**config.mk**
```make
export PLATFORM = sky130hd
export DESIGN_NAME = fetch_unit
export DESIGN_NICKNAME = d
export VERILOG_FILES = /design/src/rtl/fetch_unit.sv
export SDC_FILE = /design/constraint.sdc
export NUM_CORES = 1
export LEC_CHECK = 0
export ABC_AREA = 1
export CORE_MARGIN = 3
export CORE_UTILIZATION = 25
export CTS_CLUSTER_DIAMETER = 100
export CTS_CLUSTER_SIZE = 12
export DETAILED_ROUTE_END_ITERATION = 7
export GPL_ROUTABILITY_DRIVEN = 1
export SLEW_MARGIN = 30
export SYNTH_ARGS = -nofsm -noshare
export SYNTH_HDL_FRONTEND = slang
export SYNTH_SLANG_ARGS = --single-unit
```
**constraint.sdc**
```tcl
create_clock -name clk -period 1 [get_ports clk]
set_input_delay 0.2 -clock clk [delete_from_list [all_inputs] [get_ports clk]]
set_output_delay 0.2 -clock clk [all_outputs]
set_load 0.005 [all_outputs]
```
**src/rtl/fetch_unit.sv**
```systemverilog
// Multi-cycle instruction fetch stage: reads one byte per cycle from memory,
// assembles 1- or 2-byte instructions and offers them on a valid/ready handshake.
module fetch_unit #(
  parameter int           n        = 8,
  parameter logic [n-1:0] START_PC = '0
) (
  input  logic         clk,
  input  logic         reset,
  output logic [n-1:0] mem_addr,
  input  logic [n-1:0] mem_data,
  input  logic         pc_load,
  input  logic [n-1:0] pc_target,
  output logic         instr_valid,
  input  logic         instr_ready,
  output logic [n-1:0] opcode,
  output logic [n-1:0] operand,
  output logic         has_operand,
  output logic [n-1:0] instr_pc
);

  typedef enum logic [1:0] {
    FETCH_OP  = 2'd0,
    FETCH_ARG = 2'd1,
    HOLD      = 2'd2
  } state_t;

  localparam logic [n-1:0] PC_INC = {{(n-1){1'b0}}, 1'b1};

  state_t       state, state_d;
  logic [n-1:0] pc, pc_d;
  logic [n-1:0] opcode_d, operand_d, instr_pc_d;
  logic         has_operand_d, instr_valid_d;

  // Address comes straight from the PC register, never from handshake inputs.
  assign mem_addr = pc;

  always_ff @(posedge clk) begin
    if (reset) begin
      state       <= FETCH_OP;
      pc          <= START_PC;
      instr_valid <= 1'b0;
      opcode      <= '0;
      operand     <= '0;
      has_operand <= 1'b0;
      instr_pc    <= '0;
    end else begin
      state       <= state_d;
      pc          <= pc_d;
      instr_valid <= instr_valid_d;
      opcode      <= opcode_d;
      operand     <= operand_d;
      has_operand <= has_operand_d;
      instr_pc    <= instr_pc_d;
    end
  end

  always_comb begin
    state_d       = state;
    pc_d          = pc;
    instr_valid_d = instr_valid;
    opcode_d      = opcode;
    operand_d     = operand;
    has_operand_d = has_operand;
    instr_pc_d    = instr_pc;

    // A redirect discards whatever is in flight, even an instruction being accepted.
    if (pc_load) begin
      pc_d          = pc_target;
      instr_valid_d = 1'b0;
      state_d       = FETCH_OP;
    end else begin
      unique case (state)
        FETCH_OP: begin
          opcode_d      = mem_data;
          instr_pc_d    = pc;
          pc_d          = pc + PC_INC;
          has_operand_d = mem_data[n-1];
          if (mem_data[n-1]) begin
            state_d = FETCH_ARG;
          end else begin
            operand_d     = '0;
            instr_valid_d = 1'b1;
            state_d       = HOLD;
          end
        end
        FETCH_ARG: begin
          operand_d     = mem_data;
          pc_d          = pc + PC_INC;
          instr_valid_d = 1'b1;
          state_d       = HOLD;
        end
        HOLD: begin
          if (instr_valid && instr_ready) begin
            instr_valid_d = 1'b0;
            state_d       = FETCH_OP;
          end
        end
        default: begin
          instr_valid_d = 1'b0;
          state_d       = FETCH_OP;
        end
      endcase
    end
  end

endmodule

```
---- Yosys cells after proc, flatten, opt, wreduce, memory -nomap -nowiden ----
Cells that the tools add are included.
word-level totals
  register bits ........................... 36
  bits of input ports ..................... 20
  output and inout bits ................... 34
  word-level logic and storage cells ...... 32
operators by class
  add/subtract/negate cells ............... 1
  equal/unequal tests ..................... 4
  muxes and demuxes ....................... 10
  bitwise operators ....................... 1
  reductions and logical operators ........ 9
operator list
  kind                                           number
  two-way mux 8 bit                              3
  case mux 8 bit (2 select lines)                1
  adder 8 x 1 -> 8 bit, second input constant    1
  case mux 2 bit (3 select lines)                1
  two-way mux 2 bit                              2
  inequality test 2 bit, second input constant   2
  AND reduction 2 bit                            2
  nonzero test 2 bit                             2
  OR reduction 2 bit                             2
  case mux 1 bit (3 select lines)                1
  AND reduction 3 bit                            1
  == test 2 x 1 -> 1 bit, second input constant  1
  == test 2 bit, second input constant           1
  logical NOT 2 bit                              1
  two-way mux 1 bit                              2
  logical AND 1 bit                              1
  inverter 1 bit                                 1

---- Logic depth before layout (Yosys ltp) ----
Gate-level depths: netlist of the first run.
  word-level depth ........................ 4
  mapped depth ............................ 6
  gate-level depth less buffers ........... 6

---- Worst setup path before layout of the first run ----
Ideal clock, no wire load.
  path kind ............................... reg2reg
  from .................................... register state[1]
  to ...................................... register operand[0]
  setup time .............................. 0.132 ns
  data arrival time ....................... 0.977 ns
  data required time ...................... 0.868 ns
  setup slack ............................. -0.109 ns
  stages on the path, launching flop included .. 7
  buffers on the path ..................... 0
  period minus slack after synthesis ...... 1.109 ns
  cell sequence ........................... dfxtp_1 nor2_4 inv_2 nor2_4 inv_2 nand2_1 a21oi_1
between the ends
  longest elaborated chain between the ends .. 3
  elaborated cells between the ends (all ways) .. 6
  those cells by class .................... eq/ne (2); mux (1); reduce/logical (3)
RTL lines
  what                                                                   RTL line  RTL
  from (decl)                                                            29        state_t state, state_d;
  from (signal assigned)                                                 47        state <= state_d;
  == test 2 x 1 -> 1 bit or logical NOT 2 bit (tied branches)            72        unique case (state)
  nonzero test 2 bit (no line) or inequality test 2 bit (tied branches)  --
  AND reduction 3 bit (no line)                                          --
  to (signal assigned)                                                   51        operand <= operand_d;
  to (decl)                                                              16        output logic [n-1:0] operand,
Parallel ways exist; a longest one is shown, timed or not.
A chain may end at the register's enable or synchronous reset.

---- Final worst setup path of the first run ----
Same ends and word-level chain as after synthesis.

==> results of run 1 <==
## metal layers
| metal | vias up | track usage (%) |
|---|---|---|
| li1 | 830 | - |
| met1 | 745 | 16.4 |
| met2 | 29 | 22.1 |
| met4 | 0 | 4.61 |
| met5 | - | 0 |
| met3 | 8 | 3.67 |
## synth_stat cells (2+ instances only)
| master | n | area (sq um) |
|---|---|---|
| nand2_1 | 33 | 124 |
| o21ai_0 | 22 | 110 |
| nor2_1 | 28 | 105 |
| nor2_4 | 3 | 33.8 |
| dfxtp_1 | 35 | 701 |
| inv_1 | 22 | 82.6 |
| o21ai_1 | 4 | 20.0 |
| nand3_1 | 15 | 75.1 |
| inv_2 | 2 | 7.51 |
| buf_4 | 2 | 15.0 |
| a21oi_1 | 22 | 110 |
## how the worst min path moves through the flow
| stage | to | slack [ps] | cells past startpoint |
|---|---|---|---|
| detailed placement | operand[0] | 460 | 2 |
| floorplan | mem_addr[3] | 270 | 1 |
| global placement | operand[4] | 460 | 2 |
| CTS | operand[0] | 470 | 2 |
| finish | state[0] | 300 | 5 |
| global route | state[0] | 340 | 5 |
## kinds of logic (layout without fill, tap and decap cells)
| logic type | Yosys count | after routing |
|---|---|---|
| buf+inv | 31 | 122 |
| flops | 35 | 35 |
| compound gates | 52 | 52 |
| fa+ha+maj | 1 | 1 |
| simple gates | 81 | 81 |
## tightest hold or removal path: cells and delay by family
kind	cells	cell delay [ps]
buffers and inverters	2	210
AND/OR/NAND/NOR	3	140
## where the power goes
group	switching, mW	internal (mW)	total (mW)	leakage, nW
combinational	0.321	0.326	0.647	0.749
sequential	0.0526	1.49	1.55	0.301
clock	0.538	0.995	1.53	0.0644
total	0.912	2.81	3.73	1.11
## state kept, by name, indices dropped and copies added (netlist names)
| name | cells |
|---|---|
| state | 2 |
| instr_valid | 1 |
| opcode | 7 |
| mem_addr | 8 |
| operand | 8 |
| has_operand | 1 |
| instr_pc | 8 |
## layout make-up
class,instances,area (sq um)
well taps,72,90.1
clock inverters,3,67.6
multi-input cells,134,729
clock buffers,5,68.8
repair inverters,1,11.3
repair buffers,88,656
fillers,606,3140
flip-flops and latches,35,746
inverters,25,104
## through the flow
| step | hold slack (ps) | total power, mW | setup TNS (ps) |
|---|---|---|---|
| 3_3_place_gp | 459 | 2.21 | -14790 |
| 4_1_cts | 469 | 3.73 | -2320 |
| 2_1_floorplan | 269 | 1.82 | -823 |
| 5_1_grt | 343 | 3.89 | -4890 |
| 6_report | 303 | 3.73 | -2290 |
| 3_5_place_dp | 458 | 2.21 | -15930 |
## cells in the final DEF (no fill, tap or decap), drive strengths merged
| master | instances |
|---|---|
| a211oi | 1 |
| a21oi | 22 |
| a31o | 1 |
| a31oi | 1 |
| buf | 68 |
| bufinv | 2 |
| clkbuf | 5 |
| clkdlybuf4s15 | 1 |
| clkdlybuf4s50 | 17 |
| clkinvlp | 1 |
| dfxtp | 35 |
| dlygate4sd2 | 1 |
| dlymetal6s2s | 1 |
| ha | 1 |
| inv | 26 |
| nand2 | 34 |
| nand3 | 15 |
| nand3b | 1 |
| nor2 | 31 |
| o21ai | 27 |
## what timing repair did
item                                   CTS  global route
resized for setup                      184            21
setup endpoints to repair               68            36
endpoints found under the hold margin    0             0
hold buffers                             0             0
pin swaps                                3             8
buffers inserted                         3             1
cloned                                   1             0
==> metrics.md, run 1 <==
| Metric | Value |
|---|---|
| Static leakage | `1.11 nW` |
| Fraction of layout cells with a size suffix above 1 | `48.1%` |
| P&R area growth vs syn | `67.0%` |
| Critical path's slowest cell | `dfxtp_2` |
| First-pass GRT wire length | `7.51 mm` |
| Largest delay share family, worst path | `simple AND/OR/NAND/NOR gates` |
| Routability-driven placement congestion ratio | `0.847` |
| Worst hold path type | `input pin to register` |
| Post-DP HPWL | `3.23 mm` |
| Synth Area in Adders | `0.845%` |
| Post-synth cell types | `23` |
| # nets final | `311` |
| Hold wc startpoint | `mem_data[7]` |
| Iter 0 DRT Violations | `92` |
| Uppermost layer routed | `met4` |
| Cells after Synth | `200` |
| CP startpoint | `state[1]` |
| EDFF count, synth | `0` |
| DR pass1 iterations | `4` |
| Final cell count without fillers | `363` |
| Final setup violation count | `33` |
| Req. time, crit path | `1190 ps` |
| Worst-Margin Slew | `239 ps` |
| Failing checks | `negative setup slack` |
| Worst-path maximum fanout | `8` |
| Largest net degree at the start of global routing | `19` |
| Post-Place Setup Slack | `-492 ps` |
| Yosys Warn Count | `0` |
| Initial antenna violation count | `0` |
| Worst ir drop on vdd | `799 uV` |
| Largest family of logic cells by synthesized area | `simple AND/OR/NAND/NOR gates` |
| Starting Density | `26.4%` |
| Worst-path clk slew | `80 ps` |
| Final worst slack | `-128 ps` |
| Synthesis-stage register bit count | `35` |
| Post-route ant nets | `0` |
| M1 wire length | `2.05 mm` |
| Synth Area in XOR/XNOR | `0%` |
| Syn Nets | `221` |
| Crit path DAT | `1320 ps` |
| Reg2Reg Launch Point | `state[1]` |
| WS Path Type | `register to register` |
| CTS tree | `done` |
| IO buf count | `53` |
| Final Cell Area | `2470 sq um` |
| Compound-Gate Fraction of Synth Area | `18.3%` |
| Fraction of registers with async set/reset | `0%` |
| Crit end category | `register` |
| Status | `finished, violations left` |
| Util after Layout | `44.1%` |
| Vias per inst | `4.44` |
| Vias in the first global route | `1582` |
| Die area | `6880 sq um` |
| GRT overflow | `0` |
| CP endpoint | `operand[0]` |
| Placed cell area | `2320 sq um` |
| CTS root buf | `clkbuf_8` |
| Slew Limit Headroom | `84.0%` |
| Crit path depth | `6` |
| Critical-path cell list | `nor2_4, inv_2, nor2_4, inv_4, nand2_1, a21oi_2` |
| Syn avg cell area | `7.40 sq um` |
| Met3 wire len | `162 um` |
| Tmin final | `1130 ps` |
| Total Wirelength | `4.49 mm` |
| Chip Width | `82.9 um` |
| Slowest stage delay, CP | `350 ps` |
| Gr usage total | `13.3%` |
| CTS Sinks | `35` |
| CP dominant cell by count | `nor2_4` |
| Reg-to-reg endpoint | `operand[0]` |
| Area share of and/or/nand/nor cells after synthesis | `24.1%` |
| Post-synthesis mux area share | `0%` |
| Worst R2R Setup Slack | `-130 ps` |
| Total I/O pin count | `54` |
| Hold Fails Final Rpt | `0` |
| Met2 Wirelength | `2.19 mm` |
| Dominant synthesized flop cell | `dfxtp_1` |
| Count of pins over their slew limit | `0` |
| Core box area | `5610 sq um` |
| Netlist Area Pre-Place | `1480 sq um` |
| Max-Cap Viols | `0` |
| Clock Latency Late Sink | `290 ps` |
| Cell row count | `27` |
| Wire length per cell | `12.4 um` |
| Seq/Total Area, Yosys | `47.3%` |
| PD cells | `1510 nW/um^2` |
| Final worst path period share | `113%` |
| Setup Skew | `10.5 ps` |
| Height of the die | `82.9 um` |
| Via count | `1612` |
| R2R depth | `6` |
| Placed Instances | `350` |
| Critical Path Start Type | `register` |
| Diode count | `0` |
| DRC Markers | `0` |
| F_max | `887 MHz` |
| Max clock buf depth | `2` |
| Num CTS Buffers | `5` |
| CTS H-tree lvls | `2` |
| RSZ-0062 raised after global routing | `true` |
| CP bufs+invs | `2` |
Power figures use the tool's default switching activity.
==> run 2, diff against run 1 <==
--- a/config.mk
+++ b/config.mk
@@ -8,11 +8,13 @@
 export ABC_AREA = 1
 export CORE_MARGIN = 3
 export CORE_UTILIZATION = 25
-export CTS_CLUSTER_DIAMETER = 100
+export CTS_CLUSTER_DIAMETER = 200
 export CTS_CLUSTER_SIZE = 12
 export DETAILED_ROUTE_END_ITERATION = 7
 export GPL_ROUTABILITY_DRIVEN = 1
+export MAX_ROUTING_LAYER = met4
 export SLEW_MARGIN = 30
 export SYNTH_ARGS = -nofsm -noshare
 export SYNTH_HDL_FRONTEND = slang
 export SYNTH_SLANG_ARGS = --single-unit
+export TNS_END_PERCENT = 20
==> run 2 against run 1 <==
  * The flow still finishes with violations (negative setup slack)
  * Worst setup slack better by 31 ps
  * Clock-buffer cell count increased by 1
  * Non-clock buffer count is 1 higher
  * Wire length rose by 0.29%
  * Clock power is 35% lower
  * Total power decreased by 13%
  * Fmax up 2.8%
  * Core utilization grew 1.1 points
  * Final cell count grew 0.55%
  * Register-to-register slack improved by 30 ps
  * Sequential share of layout area is 0.91 points lower
  * Critical path type unchanged
  * Largest cell class is now multi-input combinational cells
  * Largest power group unchanged
==> metrics.md, run 2 (same netlist as run 1, synthesis figures left out) <==
| Metric | Value |
|---|---|
| Worst-path clk slew | `70 ps (about the same)` |
| First-pass GRT wire length | `7.24 mm (-3.6%)` |
| Total I/O pin count | `54 (unchanged)` |
| Reg power frac | `47.3% (+5.8 points)` |
| Final setup violation count | `35 (+6.1%)` |
| Util after Layout | `45.2% (+1.1 points)` |
| Slew Limit Headroom | `85.3% (+1.3 points)` |
| Post-route ant nets | `0 (unchanged)` |
| Filler cells | `596 (-1.7%)` |
| Worst hold path type | `register to register` |
| Via count | `1610 (-0.12%)` |
| Hold Fails Final Rpt | `0 (unchanged)` |
| DR pass1 iterations | `4 (unchanged)` |
| Vias in the first global route | `1532 (-3.2%)` |
| R2R depth | `7 (+1)` |
| Worst ir drop on vdd | `594 uV (-26%)` |
| Max-Cap Viols | `0 (unchanged)` |
| CTS root buf | `clkbuf_8` |
| Failing checks | `negative setup slack` |
| Chip Width | `82.9 um (unchanged)` |
| Crit end category | `register` |
| Diode count | `0 (unchanged)` |
| Worst hold endpoint | `opcode[0]` |
| WS Path Type | `register to register` |
| Clock Latency Late Sink | `290 ps (about the same)` |
| Setup Skew | `4.51 ps (-6.04 ps)` |
| Post-Place Setup Slack | `-503 ps (-10.8 ps)` |
| Total Wirelength | `4.50 mm (+0.29%)` |
| CTS H-tree lvls | `2 (unchanged)` |
| Sw Share | `28.2% (+3.7 points)` |
| Req. time, crit path | `1180 ps (about the same)` |
| Reg2Reg Launch Point | `mem_addr[0]` |
| Sw Pwr | `0.918 mW (+0.71%)` |
| Starting Density | `26.4% (unchanged)` |
| Commonest cells after routing, fill and taps aside | `30 x nand2_1, 29 x buf_4, 26 x dfxtp_2` |
| Critical Path Start Type | `register` |
| Count of pins over their slew limit | `0 (unchanged)` |
| # nets final | `313 (+0.64%)` |
| Routability-driven placement congestion ratio | `0.871 (+2.8%)` |
| Reg-to-reg endpoint | `mem_addr[6]` |
| Height of the die | `82.9 um (unchanged)` |
| Worst-path maximum fanout | `4 (-4)` |
| Status | `finished, violations left` |
| Gr usage total | `13.4% (+0.13 points)` |
| F_max | `912 MHz (+2.8%)` |
| Core box area | `5610 sq um (unchanged)` |
| Max clock buf depth | `2 (unchanged)` |
| RSZ-0062 raised after global routing | `true` |
| Most common cell after layout, fill and taps aside | `nand2_1` |
| Die area | `6880 sq um (unchanged)` |
| Clk pwr share | `30.8% (-10 points)` |
| Gate power share | `21.9% (+4.5 points)` |
| IO buf count | `53 (unchanged)` |
| Cell row count | `27 (unchanged)` |
| P&R area growth vs syn | `71.1%` |
| Post-DP HPWL | `3.30 mm (+2.0%)` |
| Num CTS Buffers | `5 (unchanged)` |
| Final worst slack | `-96.8 ps (+31.0 ps)` |
| CTS tree | `done` |
| Final cell count without fillers | `365 (+0.55%)` |
| DRC Markers | `0 (unchanged)` |
| Wire length per cell | `12.3 um (-0.26%)` |
| Pint | `2.34 mW (-17%)` |
| Static leakage | `1.12 nW (+0.57%)` |
| Worst R2R Setup Slack | `-100 ps (+30 ps)` |
| Worst-Margin Slew | `220 ps (-19.3 ps)` |
| GRT overflow | `0 (unchanged)` |
| Final worst path period share | `110% (-3.1 points)` |
| Hold wc startpoint | `opcode[0]` |
| Iter 0 DRT Violations | `94 (+2.2%)` |
| CTS Sinks | `35 (unchanged)` |
| Tmin final | `1100 ps (-31.0 ps)` |
| Initial antenna violation count | `0 (unchanged)` |
| Placed Instances | `349 (-0.29%)` |
| Hold Buf Count CTS | `0 (unchanged)` |
| Fraction of layout cells with a size suffix above 1 | `49.1% (+1.0 points)` |
| Largest net degree at the start of global routing | `23 (+4)` |
| PD cells | `1290 nW/um^2 (-15%)` |
| Vias per inst | `4.41 (-0.67%)` |
| Crit path DAT | `1280 ps (-40 ps)` |
| Cell depth of the worst hold path | `2 (-3)` |
[run 2: cell count changes in the layout (fill, tap and decap cells not counted), sizes merged, moves of 2 or more]
| cell | change |
|---|---|
| bufinv | -2 |
| buf | -12 |
| dlygate4sd2 | +4 |
| clkinv | +3 |
| clkbuf | +11 |
[run 2: power by group through the flow]
stage | Combinational [mW] | Clock, mW | Sequential [mW]
2_1_floorplan | 0.235 | 0 | 1.58
3_3_place_gp | 0.644 | 0 | 1.56
3_5_place_dp | 0.646 | 0 | 1.56
4_1_cts | 0.620 | 1.03 | 1.54
5_1_grt | 0.794 | 1.11 | 1.55
6_report | 0.714 | 1.00 | 1.54
[run 2: worst max-delay path: stages, from the launching register on]
cell,delay (ps)
dfxtp_2,340
buf_6,100
ha_4,150
nand3_4,90
nor2_1,100
nand2_1,60
nand3_1,80
a21oi_1,60
[run 2: layer usage]
| metal | part of all wire, % | up-vias | global-route usage, % |
|---|---|---|---|
| met3 | 5.7 | 7 | 3.57 |
| met5 | 0 | - | - |
| met2 | 47 | 43 | 20.0 |
| met4 | 2.6 | 0 | 6.84 |
| li1 | - | 834 | - |
| met1 | 45 | 726 | 16.6 |
[run 2: area by class of cell]
class / count / area [sq um] / area share [%]
multi-input cells: 134 / 777 / 30.7
repair inverters: 2 / 27.5 / 1.09
repair buffers: 89 / 703 / 27.8
inverters: 25 / 109 / 4.30
well taps: 72 / 90.1 / 3.56
clock inverters: 2 / 12.5 / 0.494
flip-flops and latches: 35 / 741 / 29.2
clock buffers: 6 / 72.6 / 2.87
[run 2: through the flow]
stage / power, mW / setup TNS, ps / hold slack, ps / instance area, sq um
floorplan: 1.81 / -971 / 269 / 1490
global placement: 2.21 / -14760 / 460 / 2310
detailed placement: 2.21 / -15750 / 463 / 2310
CTS: 3.19 / -2140 / 468 / 2380
global route: 3.46 / -4050 / 485 / 2530
finish: 3.26 / -1630 / 464 / 2530
[run 2: repair_timing]
item                       in CTS  in global routing
gates resized for setup       136                 72
pin swaps                       7                  6
setup endpoints to repair      68                 50
cloned                          0                  2
buffers inserted                2                  4
[run 2: worst max path at each step]
stage | startpoint | endpoint | slack [ps] | cells past startpoint
2_1_floorplan | state[1] | operand[0] | -80 | 6
3_3_place_gp | pc_load | mem_addr[5] | -470 | 7
3_5_place_dp | pc_load | mem_addr[5] | -500 | 7
4_1_cts | state[1] | mem_addr[5] | -90 | 6
5_1_grt | mem_addr[1] | mem_addr[7] | -170 | 7
6_report | mem_addr[0] | mem_addr[6] | -100 | 7
